$ cat src/rtl/display_scan_if.sv
// Bundle between a display scan driver and the logic that feeds it:
// the value/decimal-point inputs plus the registered scan outputs.
interface display_scan_if #(
  parameter int N_DIGITS = 8
);
  localparam int IW = $clog2(N_DIGITS);

  logic [4*N_DIGITS-1:0] value;
  logic                  load;
  logic [N_DIGITS-1:0]   dp_in;
  logic                  blank_lz;
  logic [3:0]            bcd_out;
  logic [N_DIGITS-1:0]   anodes_n;
  logic                  dp_n;
  logic [IW-1:0]         digit_idx;

  modport master (
    output value, load, dp_in, blank_lz,
    input  bcd_out, anodes_n, dp_n, digit_idx
  );

  modport slave (
    input  value, load, dp_in, blank_lz,
    output bcd_out, anodes_n, dp_n, digit_idx
  );
endinterface

$ cat src/rtl/display_scan_driver.sv
// Time-multiplexed scan driver for a common-anode 7-segment display with
// frame-coherent value updates, per-slot dead time and leading-zero blanking.
module display_scan_driver #(
  parameter int N_DIGITS        = 8,
  parameter int TICKS_PER_DIGIT = 100000,
  parameter int DEAD_CYCLES     = 1000
) (
  input logic         clk,
  input logic         reset_n,
  display_scan_if.slave bus
);
  localparam int IW = $clog2(N_DIGITS);
  localparam int CW = $clog2(TICKS_PER_DIGIT);
  localparam logic [CW-1:0] SLOT_LAST = CW'(TICKS_PER_DIGIT - 1);
  localparam logic [CW-1:0] DEAD_LAST = CW'(DEAD_CYCLES - 1);
  localparam logic [IW-1:0] IDX_LAST  = IW'(N_DIGITS - 1);

  typedef enum logic {DEAD, ON} state_t;

  state_t                state;
  logic [CW-1:0]         cnt;
  logic [IW-1:0]         idx;
  logic [4*N_DIGITS-1:0] pending;
  logic [N_DIGITS-1:0]   pending_dp;
  logic                  pending_valid;
  logic [4*N_DIGITS-1:0] shadow;
  logic [N_DIGITS-1:0]   shadow_dp;
  logic [3:0]            bcd_q;
  logic [N_DIGITS-1:0]   an_q;
  logic                  dpn_q;

  logic                  slot_end;
  logic                  frame_end;
  logic [IW-1:0]         idx_nxt;
  logic [4*N_DIGITS-1:0] shadow_nxt;
  logic [N_DIGITS-1:0]   lz;
  logic                  run_zero;
  logic                  lit;
  logic [N_DIGITS-1:0]   on_mask;

  always_comb begin
    slot_end   = (cnt == SLOT_LAST);
    frame_end  = slot_end && (idx == IDX_LAST);
    idx_nxt    = frame_end ? '0 : idx + 1'b1;
    // The first digit of a new frame must already come from the transferred value.
    shadow_nxt = (frame_end && pending_valid) ? pending : shadow;
    run_zero   = 1'b1;
    lz         = '0;
    for (int k = N_DIGITS - 1; k >= 0; k--) begin
      run_zero = run_zero && (shadow[4*k +: 4] == 4'd0);
      lz[k]    = run_zero;
    end
    lit     = !(bus.blank_lz && (idx != '0) && lz[idx] && !shadow_dp[idx]);
    on_mask = '1;
    for (int k = 0; k < N_DIGITS; k++) begin
      on_mask[k] = !(lit && (idx == IW'(k)));
    end
  end

  always_ff @(posedge clk or negedge reset_n) begin
    if (!reset_n) begin
      state         <= DEAD;
      cnt           <= '0;
      idx           <= '0;
      pending       <= '0;
      pending_dp    <= '0;
      pending_valid <= 1'b0;
      shadow        <= '0;
      shadow_dp     <= '0;
      bcd_q         <= 4'd0;
      an_q          <= '1;
      dpn_q         <= 1'b1;
    end else begin
      if (bus.load) begin
        pending       <= bus.value;
        pending_dp    <= bus.dp_in;
        pending_valid <= 1'b1;
      end else if (frame_end) begin
        pending_valid <= 1'b0;
      end
      if (frame_end && pending_valid) begin
        shadow    <= pending;
        shadow_dp <= pending_dp;
      end

      if (slot_end) begin
        cnt   <= '0;
        state <= DEAD;
        idx   <= idx_nxt;
        an_q  <= '1;
        dpn_q <= 1'b1;
        bcd_q <= shadow_nxt[{idx_nxt, 2'b00} +: 4];
      end else begin
        cnt <= cnt + 1'b1;
        case (state)
          DEAD: if (cnt == DEAD_LAST) begin
            state <= ON;
            an_q  <= on_mask;
            dpn_q <= ~shadow_dp[idx];
          end
          ON: ;
          default: state <= DEAD;
        endcase
      end
    end
  end

  assign bus.bcd_out   = bcd_q;
  assign bus.anodes_n  = an_q;
  assign bus.dp_n      = dpn_q;
  assign bus.digit_idx = idx;
endmodule
$ cat src/flat_wrapper.sv
// flat-port wrapper written by rule: the top's interface ports become plain ports
module display_scan_driver_flat 
#(
  parameter int N_DIGITS        = 8,
  parameter int TICKS_PER_DIGIT = 100000,
  parameter int DEAD_CYCLES     = 1000
)
  (clk, reset_n, bus_value, bus_load, bus_dp_in, bus_blank_lz, bus_bcd_out, bus_anodes_n, bus_dp_n, bus_digit_idx);
  display_scan_if #(.N_DIGITS(N_DIGITS)) bus_i ();
  input logic clk;
  input logic reset_n;
  input wire logic [$bits(bus_i.value)-1:0] bus_value;
  input wire logic [$bits(bus_i.load)-1:0] bus_load;
  input wire logic [$bits(bus_i.dp_in)-1:0] bus_dp_in;
  input wire logic [$bits(bus_i.blank_lz)-1:0] bus_blank_lz;
  output wire logic [$bits(bus_i.bcd_out)-1:0] bus_bcd_out;
  output wire logic [$bits(bus_i.anodes_n)-1:0] bus_anodes_n;
  output wire logic [$bits(bus_i.dp_n)-1:0] bus_dp_n;
  output wire logic [$bits(bus_i.digit_idx)-1:0] bus_digit_idx;
  assign bus_i.value = bus_value;
  assign bus_i.load = bus_load;
  assign bus_i.dp_in = bus_dp_in;
  assign bus_i.blank_lz = bus_blank_lz;
  assign bus_bcd_out = bus_i.bcd_out;
  assign bus_anodes_n = bus_i.anodes_n;
  assign bus_dp_n = bus_i.dp_n;
  assign bus_digit_idx = bus_i.digit_idx;
  display_scan_driver #(.N_DIGITS(N_DIGITS), .TICKS_PER_DIGIT(TICKS_PER_DIGIT), .DEAD_CYCLES(DEAD_CYCLES)) u_core (.clk(clk), .reset_n(reset_n), .bus(bus_i));
endmodule
$ cat config.mk
export PLATFORM = sky130hd
export DESIGN_NAME = display_scan_driver_flat
export DESIGN_NICKNAME = d
export VERILOG_FILES = /design/src/rtl/display_scan_if.sv /design/src/rtl/display_scan_driver.sv /design/src/flat_wrapper.sv
export SDC_FILE = /design/constraint.sdc
export NUM_CORES = 1
export LEC_CHECK = 0
export ABC_AREA = 1
export CORE_MARGIN = 4
export CORE_UTILIZATION = 56
export DETAILED_ROUTE_END_ITERATION = 10
export PLACE_DENSITY = 0.77
export SLEW_MARGIN = 5
export SYNTH_ARGS = -nofsm -noshare
export SYNTH_HDL_FRONTEND = slang
export SYNTH_SLANG_ARGS = --single-unit
$ cat constraint.sdc
create_clock -name clk -period 4.4 [get_ports clk]
set_clock_uncertainty 0.15 [all_clocks]
set_input_delay 0.88 -clock clk [delete_from_list [all_inputs] [get_ports clk]]
set_output_delay 0.88 -clock clk [all_outputs]
set_load 0.005 [all_outputs]
* Yosys cells after proc, flatten, opt, wreduce, memory -nomap -nowiden
Index checks and enable logic that the tools add are counted.
** Word-level totals
- Flip-flop bits (word level) :: 115
- Output and inout port bits :: 16
** Cells by class
- Shifts and indexed selects :: 1
- Add/subtract/negate cells :: 2
- Order comparisons :: 1
- Reductions and logical operators :: 43
- Bitwise gates (word level) :: 1
- Multiplexer cells :: 18
- Equality and inequality tests :: 10
** Operators by type and width (number)
- zero test 4 bit :: 8
- 2-to-1 mux 32 bit :: 1
- variable part select 32 x 6 -> 4 bit :: 1
- 2-to-1 mux 8 bit :: 3
- logical AND 1 bit :: 20
- adder 17 x 1 -> 17 bit, second input constant :: 1
- equality test 17 x 10 -> 1 bit, second input constant :: 1
- equality test 17 bit, second input constant :: 1
- 2-to-1 mux 17 bit :: 1
- equality test 3 bit, second input constant :: 4
- zero test 1 bit :: 10
- 2-to-1 mux 1 bit :: 10
- binary-select mux 1 bit (select 3 bit) :: 2
- equality test 3 x 2 -> 1 bit, second input constant :: 2
- < comparator 3 x 4 -> 1 bit, second input constant :: 1
- nonzero test 2 bit :: 2
- adder 3 x 1 -> 3 bit, second input constant :: 1
- equality test 3 x 1 -> 1 bit, second input constant :: 1
- zero test 3 bit :: 1
- 2-to-1 mux 3 bit :: 1
- nonzero test 3 bit :: 1
- inequality test 2 bit, second input constant :: 1
- AND reduction 2 bit :: 1
- NOT 1 bit :: 1

* Logic depth before layout (Yosys ltp)
- Word-level depth :: 18
- Depth in mapped cells :: 14
- Depth with buffers taken out :: 13

* Worst setup path before layout
OpenSTA, ideal clock, no wires.
- Path kind :: flip-flop to flip-flop
- Start :: register u_core.idx[1], in the netlist u_core.bus.digit_idx[1]
- End :: register u_core.bcd_q[0], in the netlist u_core.bus.bcd_out[0]
- Setup slack :: 2.200 ns
- Period minus slack after synthesis :: 2.200 ns
- Path buffers :: 2
- Arrival time :: 1.926 ns
- Cell stages (with the launch flop) :: 13
- Cell sequence :: dfrtp_1 ha_1 ha_1 buf_1 inv_1 nor2_4 nor2_2 buf_2 nand3_1 nand3_1 nand2_1 nand2_1 nand3_1
** On the way
- Longest elaborated chain between the ends :: 5
- Elaborated cells between the ends (all ways) :: 7
** Ends and longest elaborated chain
- from (decl) :: line display_scan_driver.sv:22 : logic [IW-1:0] idx;
- from (signal assigned) :: line display_scan_driver.sv:89 : idx <= idx_nxt;
- parallel branches: the longest is 4 deep, another holds adder 3 x 1 -> 3 bit
- variable part select 32 x 6 -> 4 bit * :: line display_scan_driver.sv:92 : bcd_q <= shadow_nxt[{idx_nxt, 2'b00} +: 4];
- to (signal assigned) :: line display_scan_driver.sv:92
- to (decl) :: line display_scan_driver.sv:28 : logic [3:0] bcd_q;
Every way passes the cells marked *.
A chain may end at the register's enable or synchronous reset.

* Worst setup path in the final report
- Start :: register u_core.idx[0], in the netlist u_core.bus.digit_idx[0]
- End :: register u_core.bcd_q[1], in the netlist u_core.bus.bcd_out[1]
The elaborated chain is that of the path after synthesis.

==> qor.log <==
INFO  outcome        run_status=finished clean
INFO  sta            final.period_utilization=65.1%
INFO  synth          syn_avg_cell_area=8.08squm
INFO  place          gpl.final_weighted_congestion=0.909
INFO  worst_setup_path worstSetupPathType=reg2reg
INFO  synth          postSynth.topFlopCell=dfrtp_1
INFO  place          io_buffers=59
INFO  sta            setup_viol_count_final=0
INFO  die            dieHeight=107microns
INFO  global_route   globalRouteTotalUtil=25.9%
INFO  clocking       cts-hold-fix-buffers=0
INFO  synth          synth_seq_area_share=52.5%
INFO  die            fp.dieArea=11500squm
INFO  worst_setup_path startpoint_type=flop
INFO  route          detail_route.drc_violations=0
INFO  hold_path      hold_class=reg2reg
INFO  global_route   antenna_found_initial=0
INFO  route          postRouteAntennaNets=0
INFO  global_route   overflow=0
INFO  worst_setup_path worst_r2r_path_depth=11
INFO  sta            report.final.slew_viol_count=0
INFO  hold_path      holdPathEnd=u_core.pending[13]$_DFFE_PN0P_
INFO  sta            setup_tns=0ps
INFO  worst_setup_path crit_path_top_delay_cell=dfrtp_1
INFO  sta            timing.fmax=349MHz
INFO  die            fp.dieW=107microns
INFO  sta            finalCriticalPeriod=2870ps
INFO  cells_and_area finish.utilization=71.9%
INFO  cells_and_area net_count_reported_at_finish=790
INFO  synth          synthesis.area=5500squm
INFO  route          iteration_0_drc_count_of_the_detailed_router=417
INFO  global_route   grt_pass1_wl=23300microns
INFO  sta            holdWs=322ps
INFO  synth          yosys_register_bits=115
INFO  clocking       cts.repair.resized=0
INFO  route          vias=4782
INFO  clocking       cts_root_buffer=clkbuf_8
INFO  cells_and_area share_of_layout_cells_above_drive_strength_1=7.58%
INFO  global_route   vias_in_the_first_global_route=4790
INFO  power_and_ir_drop irDropWorstVdd=0.244mV
INFO  worst_setup_path critical_path_arrival=3110ps
INFO  route          route.detailed.wl_per_inst=15.6microns
INFO  worst_setup_path endpoint_kind=flop
INFO  sta            hold_viol_final=0
INFO  synth          postSynthCellCount=681
INFO  cells_and_area fin_area=6770squm
INFO  worst_setup_path timing.rr.start=u_core.bus.digit_idx[0]$_DFFE_PN0P_
INFO  sta            rsz0062_at_grt=no
INFO  worst_setup_path worstPathCellList=ha_1 -> ha_1 -> inv_1 -> nor2_4 -> inv_2 -> nand2_4 -> nand3_1 -> nand3_1 -> nand2_1 -> nand2_1 -> nand3_1
INFO  place          placed_area=6170squm
INFO  worst_setup_path critPathMaxStageDelay=570ps
INFO  sta            slew_limit_headroom=37.3%
INFO  worst_setup_path crit_fanout=23
INFO  route          drt-total-wl=13800microns
INFO  synth          mappedNetlistNets=732
INFO  worst_setup_path critical-path-top-cell-by-count=nand3_1
INFO  synth          asyncSetResetFlopFracSynth=100%
INFO  clocking       bufs_on_longest_clock_path=2
INFO  clocking       post-cts-setup-buffers=0
INFO  clocking       tritoncts=built
INFO  cells_and_area flow.area_growth_from_synthesis=23.0%
INFO  route          highest-signal-layer=met4
INFO  worst_setup_path reg2reg_slack=1530ps
INFO  sta            max_slew.worst_pin.slew=941ps
INFO  cells_and_area num_antenna_cells=0
INFO  die            ioPinCount=60
INFO  synth          synth_area_leader_cell=dfrtp_1
INFO  route          met3_wirelength=842microns
INFO  job            max_cap_violations=0
INFO  clocking       insertion_delay=520ps
INFO  worst_setup_path worst_endpoint_required_time=4640ps
INFO  clocking       cts-buffers-inserted=17
INFO  place          place.detailed.hpwl=9700microns
INFO  power_and_ir_drop cellPowerDensity=386nW/um^2
INFO  clocking       cts.reportedPaths.clkPinSlew=50ps
INFO  die            rows=35
INFO  synth          synth.top_cell.area_share=48.2%
INFO  route          drt-pass1-iter-count=6
INFO  route          post_drt_via_cell_ratio=5.43
INFO  synth          netlist-cell-type-count=38
INFO  synth          synth-edff-count=0
INFO  die            core=9420squm
INFO  clocking       cts_h_tree_depth=4
INFO  synth          yosysWarnings=0
INFO  power_and_ir_drop p_leak=3.43nW
INFO  clocking       cts.sink_count=115
INFO  synth          most_area_consuming_cells_after_synthesis=dfrtp_1 (48%), nand2_1 (14%), nand3_1 (8.9%), inv_1 (4.8%), dfstp_2 (4.3%)
INFO  route          dr_wl_met2=6810microns
INFO  hold_path      launch_instance_of_the_worst_min_delay_path=u_core.pending[13]$_DFFE_PN0P_
INFO  route          wirelength_met1=5850microns
INFO  die            floorplan.initialDensity=58.4%
INFO  worst_setup_path reg_to_reg_endpoint=u_core.bus.bcd_out[1]$_DFFE_PN0P_
INFO  hold_path      worstHoldPathCells=2
INFO  global_route   grt_start_max_net_pins=75
registers in the layout (all words and copies together), names as in the netlist:
| register | cells |
|---|---|
| u_core.cnt | 17 |
| u_core.bus.bcd_out | 4 |
| u_core.bus.dp_n | 1 |
| u_core.pending_dp | 8 |
| u_core.state | 1 |
| u_core.bus.digit_idx | 3 |
| u_core.pending_valid | 1 |
| u_core.shadow | 32 |
| u_core.shadow_dp | 8 |
| u_core.bus.anodes_n | 8 |
| u_core.pending | 32 |
worst max path at each step:
| stage | start | to | cells after the start |
|---|---|---|---|
| 5_1_grt | u_core.bus.digit_idx[0]$_DFFE_PN0P_ | u_core.bus.bcd_out[2]$_DFFE_PN0P_ | 11 |
| 4_1_cts | u_core.bus.digit_idx[0]$_DFFE_PN0P_ | u_core.bus.bcd_out[1]$_DFFE_PN0P_ | 11 |
| 2_1_floorplan | u_core.bus.digit_idx[1]$_DFFE_PN0P_ | u_core.bus.bcd_out[0]$_DFFE_PN0P_ | 12 |
| 3_3_place_gp | u_core.bus.digit_idx[0]$_DFFE_PN0P_ | u_core.bus.bcd_out[1]$_DFFE_PN0P_ | 11 |
| 6_report | u_core.bus.digit_idx[0]$_DFFE_PN0P_ | u_core.bus.bcd_out[1]$_DFFE_PN0P_ | 11 |
| 3_5_place_dp | u_core.bus.digit_idx[0]$_DFFE_PN0P_ | u_core.bus.bcd_out[1]$_DFFE_PN0P_ | 11 |
per-layer routing:
metal | up-vias | global-route usage, %
li1 | 2300 | -
met2 | 183 | 43.8
met1 | 2269 | 33.5
met3 | 30 | 5.66
met5 | - | 0
met4 | 0 | 7.67
cell usage after synthesis (all sizes together), types with 2 or more instances:
cell type    n
a21oi        6
nand3      100
nand4        9
nor2        55
inv         71
xor2         7
dfstp        9
o21ai       44
clkbuf      14
nor4         2
dfrtp      106
buf         11
and2        12
nand2      206
nor3b        2
ha           7
nor3         8
o221ai       2
logic make-up after synthesis:
family	count (synthesis)	share of synthesized area (%)
AOI/OAI and AO/OA	59	5.82
xor gates and xnor gates	8	1.27
adders and majority gates	7	1.59
buffers and inverters	97	7.00
DFF	115	52.5
and+or+nand+nor	395	31.8
where the power goes:
group | internal [W] | switching (W)
clock network | 0.000931 | 0.000467
registers | 0.00109 | 0.0000145
logic | 0.0000490 | 0.0000595
critical path, delay by kind of cell (launching register included):
kind | cells | cell delay (ps)
buffers and inverters | 2 | 310
flip-flops | 1 | 570
adder cells (fa/ha/maj) | 2 | 580
AND/OR/NAND/NOR | 7 | 1120
cells in the final DEF, fill, tap and decap left out, drive strengths merged, types with 4 or more instances in the layout:
cell type	count
nor2	55
buf	7
dfstp	9
and2	12
dfrtp	106
clkbuf	22
nand4	9
o21ai	44
nand2	206
ha	7
clkdlybuf4s50	57
bufinv	4
nand3	100
inv	71
clkinv	6
xor2	7
nor3	8
a21oi	6
area by class of cell:
| class | count | area, sq um |
|---|---|---|
| fill | 763 | 2650 |
| timing repair buffer | 64 | 621 |
| sequential | 115 | 2890 |
| tap | 129 | 161 |
| inverter | 72 | 270 |
| clock buffer | 22 | 443 |
| clock inverter | 10 | 156 |
| multi-input combinational | 469 | 2230 |
through the flow:
stage,worst slack [ps],std cells,total power (W)
global route,1340,881,0.00269
CTS,1580,881,0.00262
global placement,1750,849,0.00123
floorplan,2200,681,0.00116
detailed placement,1660,849,0.00123
finish,1530,881,0.00261
No activity file was read; power rests on OpenSTA's default activity.
